## config.mk

```make
export PLATFORM = sky130hd
export DESIGN_NAME = gmii_rx_framer
export DESIGN_NICKNAME = d
export VERILOG_FILES = /design/src/rtl/gmii_rx_framer.sv
export SDC_FILE = /design/constraint.sdc
export NUM_CORES = 1
export LEC_CHECK = 0
export ABC_CLOCK_PERIOD_IN_PS = 7500
export BUFFER_PORTS_ARGS = -buffer_cell sky130_fd_sc_hd__buf_2
export CAP_MARGIN = 5
export CELL_PAD_IN_SITES_DETAIL_PLACEMENT = 1
export CELL_PAD_IN_SITES_GLOBAL_PLACEMENT = 1
export CORE_UTILIZATION = 46
export CTS_CLUSTER_DIAMETER = 50
export DETAILED_ROUTE_END_ITERATION = 8
export MAX_ROUTING_LAYER = met4
export PLACE_DENSITY_LB_ADDON = 0.1
export REMOVE_ABC_BUFFERS = 1
export SETUP_SLACK_MARGIN = 0.5
export SLEW_MARGIN = 40
export SYNTH_ARGS = -nofsm -noshare
export SYNTH_HDL_FRONTEND = slang
export SYNTH_SLANG_ARGS = --single-unit
```

## constraint.sdc

```tcl
create_clock -name gmii_rx_clk -period 7.5 [get_ports gmii_rx_clk]
set_input_delay 0.375 -clock gmii_rx_clk [delete_from_list [all_inputs] [get_ports gmii_rx_clk]]
set_output_delay 0.375 -clock gmii_rx_clk [all_outputs]
set_load 0.02 [all_outputs]
```

## src/rtl/gmii_rx_framer.sv

```systemverilog
// GMII receive framer: preamble/SFD detection, FCS strip through a 5-byte delay line,
// CRC-32 and length checking, frame counters, and RGMII in-band link status decode.
module gmii_rx_framer #(
   parameter int MIN_LEN = 64,
   parameter int MAX_LEN = 1518
) (
   input  logic        gmii_rx_clk,
   input  logic        rx_reset,
   input  logic [7:0]  gmii_rxd,
   input  logic        gmii_rx_dv,
   input  logic        gmii_rx_er,
   output logic [7:0]  rx_data,
   output logic        rx_valid,
   output logic        rx_last,
   output logic        rx_crc_ok,
   output logic        rx_len_err,
   output logic        rx_phy_err,
   output logic        link_up,
   output logic [1:0]  link_speed,
   output logic        link_duplex,
   output logic [15:0] frames_good,
   output logic [15:0] frames_bad
);

   typedef enum logic [1:0] {S_IDLE, S_PREAMBLE, S_DATA, S_DROP} state_t;

   localparam logic [13:0] MIN_L   = 14'(MIN_LEN);
   localparam logic [13:0] MAX_L   = 14'(MAX_LEN);
   localparam logic [13:0] CNT_MAX = 14'h3FFF;
   localparam logic [31:0] RESIDUE = 32'hDEBB20E3;

   function automatic logic [31:0] crc_byte(input logic [31:0] c, input logic [7:0] d);
      logic [31:0] r;
      r = c;
      for (int i = 0; i < 8; i++) begin
         r = (r[0] ^ d[i]) ? ((r >> 1) ^ 32'hEDB88320) : (r >> 1);
      end
      return r;
   endfunction

   state_t      state_q, state_d;
   logic [31:0] crc_q, crc_d;
   logic [13:0] cnt_q, cnt_d;
   logic        perr_q, perr_d;
   logic [7:0]  dly_q [5];
   logic [7:0]  dly_d [5];
   logic [7:0]  data_q, data_d;
   logic        valid_q, valid_d;
   logic        last_q, last_d;
   logic        crc_ok_q, crc_ok_d;
   logic        len_err_q, len_err_d;
   logic        phy_err_q, phy_err_d;
   logic        link_up_q, link_up_d;
   logic [1:0]  link_speed_q, link_speed_d;
   logic        link_duplex_q, link_duplex_d;
   logic [15:0] good_q, good_d;
   logic [15:0] bad_q, bad_d;
   logic [3:0]  ib_prev_q, ib_prev_d;
   logic        ib_vld_q, ib_vld_d;

   logic crc_match, len_bad, frame_good;

   assign crc_match  = (crc_q == RESIDUE);
   assign len_bad    = (cnt_q < MIN_L) || (cnt_q > MAX_L);
   assign frame_good = crc_match && !len_bad && !perr_q;

   always_comb begin
      state_d       = state_q;
      crc_d         = crc_q;
      cnt_d         = cnt_q;
      perr_d        = perr_q;
      dly_d         = dly_q;
      data_d        = 8'h00;
      valid_d       = 1'b0;
      last_d        = 1'b0;
      crc_ok_d      = 1'b0;
      len_err_d     = 1'b0;
      phy_err_d     = 1'b0;
      link_up_d     = link_up_q;
      link_speed_d  = link_speed_q;
      link_duplex_d = link_duplex_q;
      good_d        = good_q;
      bad_d         = bad_q;
      ib_prev_d     = ib_prev_q;
      ib_vld_d      = 1'b0;

      case (state_q)
         S_IDLE: begin
            if (gmii_rx_dv) begin
               state_d = (gmii_rxd == 8'h55) ? S_PREAMBLE : S_DROP;
            end else if (!gmii_rx_er && (gmii_rxd[3:0] == gmii_rxd[7:4])) begin
               // Status nibble must repeat on two back-to-back qualifying cycles.
               ib_vld_d  = 1'b1;
               ib_prev_d = gmii_rxd[3:0];
               if (ib_vld_q && (ib_prev_q == gmii_rxd[3:0])) begin
                  link_up_d     = gmii_rxd[0];
                  link_speed_d  = gmii_rxd[2:1];
                  link_duplex_d = gmii_rxd[3];
               end
            end
         end
         S_PREAMBLE: begin
            if (!gmii_rx_dv) begin
               state_d = S_IDLE;
            end else if (gmii_rx_er) begin
               state_d = S_DROP;
            end else if (gmii_rxd == 8'h55) begin
               state_d = S_PREAMBLE;
            end else if (gmii_rxd == 8'hD5) begin
               state_d = S_DATA;
               crc_d   = 32'hFFFFFFFF;
               cnt_d   = 14'd0;
               perr_d  = 1'b0;
            end else begin
               state_d = S_DROP;
            end
         end
         S_DATA: begin
            if (gmii_rx_dv) begin
               crc_d = crc_byte(crc_q, gmii_rxd);
               if (cnt_q != CNT_MAX) cnt_d = cnt_q + 14'd1;
               dly_d[0] = gmii_rxd;
               for (int i = 1; i < 5; i++) dly_d[i] = dly_q[i-1];
               if (gmii_rx_er) perr_d = 1'b1;
               if (cnt_q >= 14'd5) begin
                  valid_d = 1'b1;
                  data_d  = dly_q[4];
               end
            end else begin
               state_d = S_IDLE;
               // The four youngest delay-line bytes are the FCS and are never emitted.
               if (cnt_q >= 14'd5) begin
                  valid_d   = 1'b1;
                  last_d    = 1'b1;
                  data_d    = dly_q[4];
                  crc_ok_d  = crc_match;
                  len_err_d = len_bad;
                  phy_err_d = perr_q;
                  if (frame_good) begin
                     if (good_q != 16'hFFFF) good_d = good_q + 16'd1;
                  end else begin
                     if (bad_q != 16'hFFFF) bad_d = bad_q + 16'd1;
                  end
               end else begin
                  if (bad_q != 16'hFFFF) bad_d = bad_q + 16'd1;
               end
            end
         end
         S_DROP: begin
            if (!gmii_rx_dv) state_d = S_IDLE;
         end
         default: state_d = S_IDLE;
      endcase
   end

   always_ff @(posedge gmii_rx_clk) begin
      if (rx_reset) begin
         state_q       <= S_IDLE;
         crc_q         <= 32'd0;
         cnt_q         <= 14'd0;
         perr_q        <= 1'b0;
         for (int i = 0; i < 5; i++) dly_q[i] <= 8'h00;
         data_q        <= 8'h00;
         valid_q       <= 1'b0;
         last_q        <= 1'b0;
         crc_ok_q      <= 1'b0;
         len_err_q     <= 1'b0;
         phy_err_q     <= 1'b0;
         link_up_q     <= 1'b0;
         link_speed_q  <= 2'b00;
         link_duplex_q <= 1'b0;
         good_q        <= 16'd0;
         bad_q         <= 16'd0;
         ib_prev_q     <= 4'h0;
         ib_vld_q      <= 1'b0;
      end else begin
         state_q       <= state_d;
         crc_q         <= crc_d;
         cnt_q         <= cnt_d;
         perr_q        <= perr_d;
         dly_q         <= dly_d;
         data_q        <= data_d;
         valid_q       <= valid_d;
         last_q        <= last_d;
         crc_ok_q      <= crc_ok_d;
         len_err_q     <= len_err_d;
         phy_err_q     <= phy_err_d;
         link_up_q     <= link_up_d;
         link_speed_q  <= link_speed_d;
         link_duplex_q <= link_duplex_d;
         good_q        <= good_d;
         bad_q         <= bad_d;
         ib_prev_q     <= ib_prev_d;
         ib_vld_q      <= ib_vld_d;
      end
   end

   assign rx_data     = data_q;
   assign rx_valid    = valid_q;
   assign rx_last     = last_q;
   assign rx_crc_ok   = crc_ok_q;
   assign rx_len_err  = len_err_q;
   assign rx_phy_err  = phy_err_q;
   assign link_up     = link_up_q;
   assign link_speed  = link_speed_q;
   assign link_duplex = link_duplex_q;
   assign frames_good = good_q;
   assign frames_bad  = bad_q;

endmodule
```

==> reports/qor.yml, run 1 <==
r2r_cells: 6
cts_tree: "built"
vdd_drop_max_v: 0.000138
fmax_ghz: 0.320
period_share: 0.417
grt_pass1_wl_um: 27800
setup_viol: 0
top_usage_layer: "met2"
crit_start: "crc_q[6]$_SDFFE_PP0P_"
yosys-top-cells-area: "dfxtp_1 (44%), xnor2_1 (8.6%), nand2_1 (5.5%)"
gr-usage-met1: 0.291
cts_buffers: 17
max_stage_delay_ps: 720
cp-end-kind: "register"
wirelength_um: 16800
yosys.cell_count.top_type: "dfxtp_1"
pwr_density_cell_nw_per_um2: 252
synth-edff-count: 0
post_cts_buffers: 0
crit_end: "frames_good[7]$_SDFFE_PP0P_"
crit_type: "register to register"
yosysTopAreaCellShare: 0.441
r2r-end: "frames_good[7]$_SDFFE_PP0P_"
r2r_slack_ps: 4380
ys_async_sr_fraction: 0
yosysWarnings: 0
min_path_cells: 3
overflow: 0
fp.dieH_um: 121
synth_area_per_cell_um2: 8.94
gp_congestion: 0.919
grt_util_all_layers: 0.251
core_area_um2: 13800
status: "complete, no violations"
crit_chain: "nor4bb_1 > nand4_1 > a2111oi_4 > nand2_1 > or3_1 > a21oi_1"
die-area_um2: 14600
slew_headroom: 0.446
drtIter0Drc: 362
nets: 784
vias: 5348
area_delta_synth_final_pct: 15.8
fillCellCount: 1576
clock_path_buffers: 2
cts.repair.resized: 0
reg2reg_from: "crc_q[6]$_SDFFE_PP0P_"
period_needed_ps: 3120
rows: 43
syn_inst: 727
numPortBuffers: 60
drive_above_1_share: 0.181
arrival_ps: 3470
htree_num_levels: 4
placed_area_um2: 6900
hp-start: "gmii_rxd[6]"
final_cell_area_um2: 7530
antenna_found_initial: 0
rsz0062_at_grt: "false"
hold_violations: 0
use_met2: 0.421
leakage_nw: 2.86
dp_hpwl_um: 11200
tns_ps: 0
start_util: 0.470
cpMaxStageDelayCell: "a2111oi_4"
ctsHoldBuffers: 0
wl_per_cell_um: 17.5
root_buffer: "clkbuf_16"
yosysUniqueCellTypes: 62
synthFlopType: "dfxtp_1"
viasPerCell: 5.57
clock_latency_ps: 430
die_w_um: 121
required_ps: 7850
dr.pass1.iters: 4
synth_common_cells: "dfxtp_1 (143), nand2_1 (96), nor2_1 (69), xnor2_1 (64), a21oi_1 (57)"
antenna_cells: 0
yosys.area.top_type: "dfxtp_1"
yosysSeqAreaShare: 0.441
synthesis.area_um2: 6500
grt_start_max_net_pins: 76
io_pins: 61
fin_skew_ps: 8.14
hp-class: "input port to register"
drc: 0
ys_ff_latch: 143
cp-start-kind: "register"
path_clk_slew_ps: 60
max_cap_violations: 0
drv_slew: 0
clock_sinks: 143
grt_use_met3: 0.0493
crit_fanout: 8
postRouteAntennaNets: 0
tightest_slew_ps: 825
first_global_vias: 5366
-- power breakdown --
part	total, mW	switching [mW]	internal [mW]
Clock	0.877	0.349	0.529
Sequential	0.785	0.0130	0.772
Combinational	0.234	0.135	0.0990
-- per-layer routing --
layer,wire length [um],up-vias
met5,0,-
met4,434,0
met3,550,35
met2,8400,103
met1,7460,2614
li1,-,2596
-- layout make-up --
cell class                      count  area [um2]  share of cell area
Inverter                            9        35.0             0.00465
Tap cell                          180         225              0.0299
Timing Repair Buffer               63         325              0.0432
Clock inverter                     14         181              0.0241
Sequential cell                   143        2860               0.380
Clock buffer                       18         429              0.0570
Multi-Input combinational cell    533        3470               0.461
-- cell usage in the layout (no fill, tap or decap), types with 5 or more instances in the layout --
cell type,n
a211oi_1,6
a21oi_1,57
a31oi_1,5
and2_1,11
and3_1,14
buf_2,59
clkbuf_16,17
clkinvlp_4,5
dfxtp_1,143
ha_1,5
inv_1,8
mux2_2,9
mux2i_1,11
nand2_1,95
nand3_1,19
nand4_1,20
nand4b_1,6
nor2_1,69
nor2b_1,9
nor3_1,6
nor4bb_1,5
o21ai_0,13
o221a_2,11
o22ai_1,9
xnor2_1,61
xnor2_2,6
xor2_1,37
-- cells by family (layout without fill, tap and decap cells) --
group / count (synthesis) / count (layout) / share of synthesized area
flops: 143 / 143 / 0.441
xor+xnor: 104 / 104 / 0.144
mux: 20 / 20 / 0.0325
simple gates: 285 / 285 / 0.220
buf+inv: 51 / 104 / 0.0316
compound gates: 119 / 119 / 0.122
fa+ha+maj: 5 / 5 / 0.00963
-- metrics by stage --
stage | util | power, mW | std cells | hold WS, ps | worst slack [ps]
floorplan | - | 0.968 | 685 | 426 | 5020
global placement | 0.498 | 1.03 | 928 | 437 | 4720
detailed placement | 0.499 | 1.03 | 928 | 446 | 4710
CTS | 0.543 | 1.91 | 960 | 224 | 4460
global route | 0.544 | 1.96 | 960 | 244 | 4260
finish | 0.544 | 1.90 | 960 | 239 | 4380
-- registers in the layout, indices dropped and copies added (netlist names) --
| register | flops |
|---|---|
| cnt_q | 14 |
| crc_q | 32 |
| dly_q | 40 |
| frames_bad | 16 |
| frames_good | 16 |
| ib_prev_q | 4 |
| ib_vld_q | 1 |
| link_duplex | 1 |
| link_speed | 2 |
| link_up | 1 |
| perr_q | 1 |
| rx_crc_ok | 1 |
| rx_data | 8 |
| rx_last | 1 |
| rx_len_err | 1 |
| rx_phy_err | 1 |
| rx_valid | 1 |
| state_q | 2 |
-- how the worst min path moves through the flow --
stage                                         to  slack, ps
after floorplan            dly_q[0]$_SDFFE_PP0P_        430
after global placement     dly_q[3]$_SDFFE_PP0P_        440
after detailed placement   rx_data[1]$_SDFF_PP0_        450
after CTS                 dly_q[38]$_SDFFE_PP0P_        220
after global routing      dly_q[38]$_SDFFE_PP0P_        240
final                     dly_q[38]$_SDFFE_PP0P_        240
-- worst max-delay path: cells and delay by family (launching register included) --
family           cells  cell delay [ps]
AND/OR/NAND/NOR      4             1800
AO/OA/AOI/OAI        2              890
flip-flops           1              360
Power figures use the tool's default switching activity.
==> inputs of run 2 (changes only) <==
Settings changed: ABC_CLOCK_PERIOD_IN_PS 7500 to 2900, CORE_UTILIZATION 46 to 45.
Clock period 7.5 ns to 2.9 ns, I/O delays scaled along.
==> run 2 against run 1 <==
Compared with the run above: count of clock-buffer cells in the layout grew 8; critical path type unchanged; register-to-register slack lost 3900 ps; final area grew 3.5%; via count grew 0.54%; die area grew 2.2%; sequential power grew to 2.6 times the previous value; sequential share of layout area shrank 1.1 points; critical endpoint is now frames_good[14]$_SDFFE_PP0P_; fmax grew 31%; critical path depth grew 1; setup slack lost 3900 ps; final cell count grew 2.8%; highest routed layer unchanged.
==> reports/qor.yml, run 2 (same netlist as run 1, synthesis figures left out) <==
cp-start-kind: "register"  # unchanged
r2r_slack_ps: 520  # was 4380 ps
hp-start: "gmii_rx_er"  # was gmii_rxd[6]
hold_violations: 0  # unchanged
root_buffer: "clkbuf_16"  # unchanged
fmax_ghz: 0.420  # was 0.320 GHz
vdd_drop_max_v: 0.000427  # was 0.000138 V
max_cap_violations: 0  # unchanged
reg.largest.list: "dly_q x40, crc_q x32"  # unchanged
wl_per_cell_um: 17.8  # was 17.5 um
grt_pass1_wl_um: 28500  # was 27800 um
setup_viol: 0  # unchanged
die-area_um2: 14900  # was 14600 um2
hp-class: "input port to register"  # unchanged
wirelength_um: 17600  # was 16800 um
clock_sinks: 143  # unchanged
largest_register_ffs: 40  # unchanged
viasPerCell: 5.45  # was 5.57
cts_buffers: 17  # unchanged
dr.pass1.iters: 4  # unchanged
required_ps: 3250  # was 7850 ps
fin_skew_ps: 9.08  # was 8.14 ps
antenna_cells: 0  # unchanged
path_clk_slew_ps: 60  # about the same
grt_util_all_layers: 0.257  # was 0.251
tightest_slew_ps: 736  # was 825 ps
period_needed_ps: 2380  # was 3120 ps
die_w_um: 122  # was 121 um
leakage_nw: 2.99  # was 2.86 nW
dp_hpwl_um: 11900  # was 11200 um
postRouteAntennaNets: 0  # unchanged
status: "complete, no violations"  # unchanged
grt_start_max_net_pins: 65  # was 76
ctsHoldBuffers: 0  # unchanged
regMostFlops: "dly_q"  # unchanged
overflow: 0  # unchanged
r2r_cells: 7  # was 6
crit_fanout: 5  # was 8
final_common_cell: "dfxtp_1"  # unchanged
placed_area_um2: 6990  # was 6900 um2
whs_ps: 45.6  # was 239 ps
antenna_found_initial: 0  # unchanged
clock_path_buffers: 2  # unchanged
htree_num_levels: 4  # unchanged
drtIter0Drc: 303  # was 362
fp.dieH_um: 122  # was 121 um
vias: 5377  # was 5348
pwr_density_cell_nw_per_um2: 619  # was 252 nW/um2
io_pins: 61  # unchanged
reg2reg_from: "cnt_q[0]$_SDFFE_PP0P_"  # was crc_q[6]$_SDFFE_PP0P_
period_share: 0.822  # was 0.417
cp-end-kind: "register"  # unchanged
core_area_um2: 14000  # was 13800 um2
timing.hold.worst_endpoint: "perr_q$_SDFFE_PP0P_"  # was dly_q[38]$_SDFFE_PP0P_
min_path_cells: 3  # unchanged
r2r-end: "frames_good[14]$_SDFFE_PP0P_"  # was frames_good[7]$_SDFFE_PP0P_
final_cell_area_um2: 7790  # was 7530 um2
gp_congestion: 0.911  # was 0.919
drc: 0  # unchanged
numPortBuffers: 60  # unchanged
start_util: 0.465  # was 0.470
rows: 43  # unchanged
drive_above_1_share: 0.219  # was 0.181
first_global_vias: 5631  # was 5366
slew_headroom: 0.506  # was 0.446
area_delta_synth_final_pct: 19.9  # was 15.8%
cts_tree: "built"  # unchanged
rsz0062_at_grt: "true"  # was false
arrival_ps: 2730  # was 3470 ps
clock_latency_ps: 420  # was 430 ps
mostFrequentLayoutCells: "dfxtp_1 (135), nand2_1 (94), nor2_1 (69), xnor2_1 (63), buf_2 (59)"  # was dfxtp_1 (143), nand2_1 (95), nor2_1 (69), xnor2_1 (61), buf_2 (59)
tns_ps: 0  # unchanged
drv_slew: 0  # unchanged
nets: 811  # was 784
crit_type: "register to register"  # unchanged
[run 2: cell count changes in the layout (fill, tap and decap cells not counted), sizes merged]
cell and change:
buf +27, clkinv +1, clkbuf +8, inv -4
clkinvlp -5
[run 2: layout make-up]
class / instances / area (um2)
Fill cell: 1640 / 6200
Multi-Input combinational cell: 533 / 3540
Sequential cell: 143 / 2880
Timing Repair Buffer: 90 / 543
Clock buffer: 26 / 459
Tap cell: 180 / 225
Clock inverter: 6 / 109
Inverter: 9 / 33.8
[run 2: per-layer routing]
layer | up-vias | global-route usage | part of all wire
met1 | 2631 | 0.305 | 0.46
met4 | 0 | 0.0831 | 0.012
met5 | - | - | 0
li1 | 2641 | - | -
met3 | 14 | 0.0557 | 0.031
met2 | 91 | 0.432 | 0.50
[run 2: timing repair]
action / CTS / global route
cloned: 0 / 0
pin swaps: 5 / 5
gates resized for setup: 13 / 24
buffers inserted: 7 / 5
setup endpoints to repair: 21 / 40
[run 2: worst max-delay path by stage]
stage                      startpoint                           end  slack, ps
5_1_grt         crc_q[3]$_SDFFE_PP0P_   frames_good[1]$_SDFFE_PP0P_        400
6_report        cnt_q[0]$_SDFFE_PP0P_  frames_good[14]$_SDFFE_PP0P_        520
4_1_cts        cnt_q[11]$_SDFFE_PP0P_  frames_good[14]$_SDFFE_PP0P_        470
2_1_floorplan   cnt_q[8]$_SDFFE_PP0P_    frames_bad[3]$_SDFFE_PP0P_        420
3_3_place_gp    crc_q[0]$_SDFFE_PP0P_  frames_good[15]$_SDFFE_PP0P_        320
3_5_place_dp    crc_q[0]$_SDFFE_PP0P_  frames_good[15]$_SDFFE_PP0P_        260
[run 2: metrics by stage]
| step | power (mW) | utilization | instances | setup WS [ps] |
|---|---|---|---|---|
| detailed placement | 2.70 | 0.500 | 943 | 261 |
| global placement | 2.68 | 0.500 | 943 | 324 |
| global route | 5.01 | 0.557 | 987 | 396 |
| finish | 4.83 | 0.557 | 987 | 517 |
| floorplan | 2.50 | - | 685 | 424 |
| CTS | 4.86 | 0.548 | 982 | 473 |
[run 2: power by group]
| part | switching, mW | internal [mW] |
|---|---|---|
| sequential | 0.0335 | 2.00 |
| combinational | 0.371 | 0.268 |
| clock | 0.804 | 1.35 |
| total | 1.21 | 3.62 |
[run 2: worst max-delay path, stage by stage, from the launching register on]
cell and delay, ps:
dfxtp_4 350, nand4b_1 190, or4_4 550, a2111oi_4 380, buf_6 190, nand3_4 100
or4_1 410, a21oi_1 140
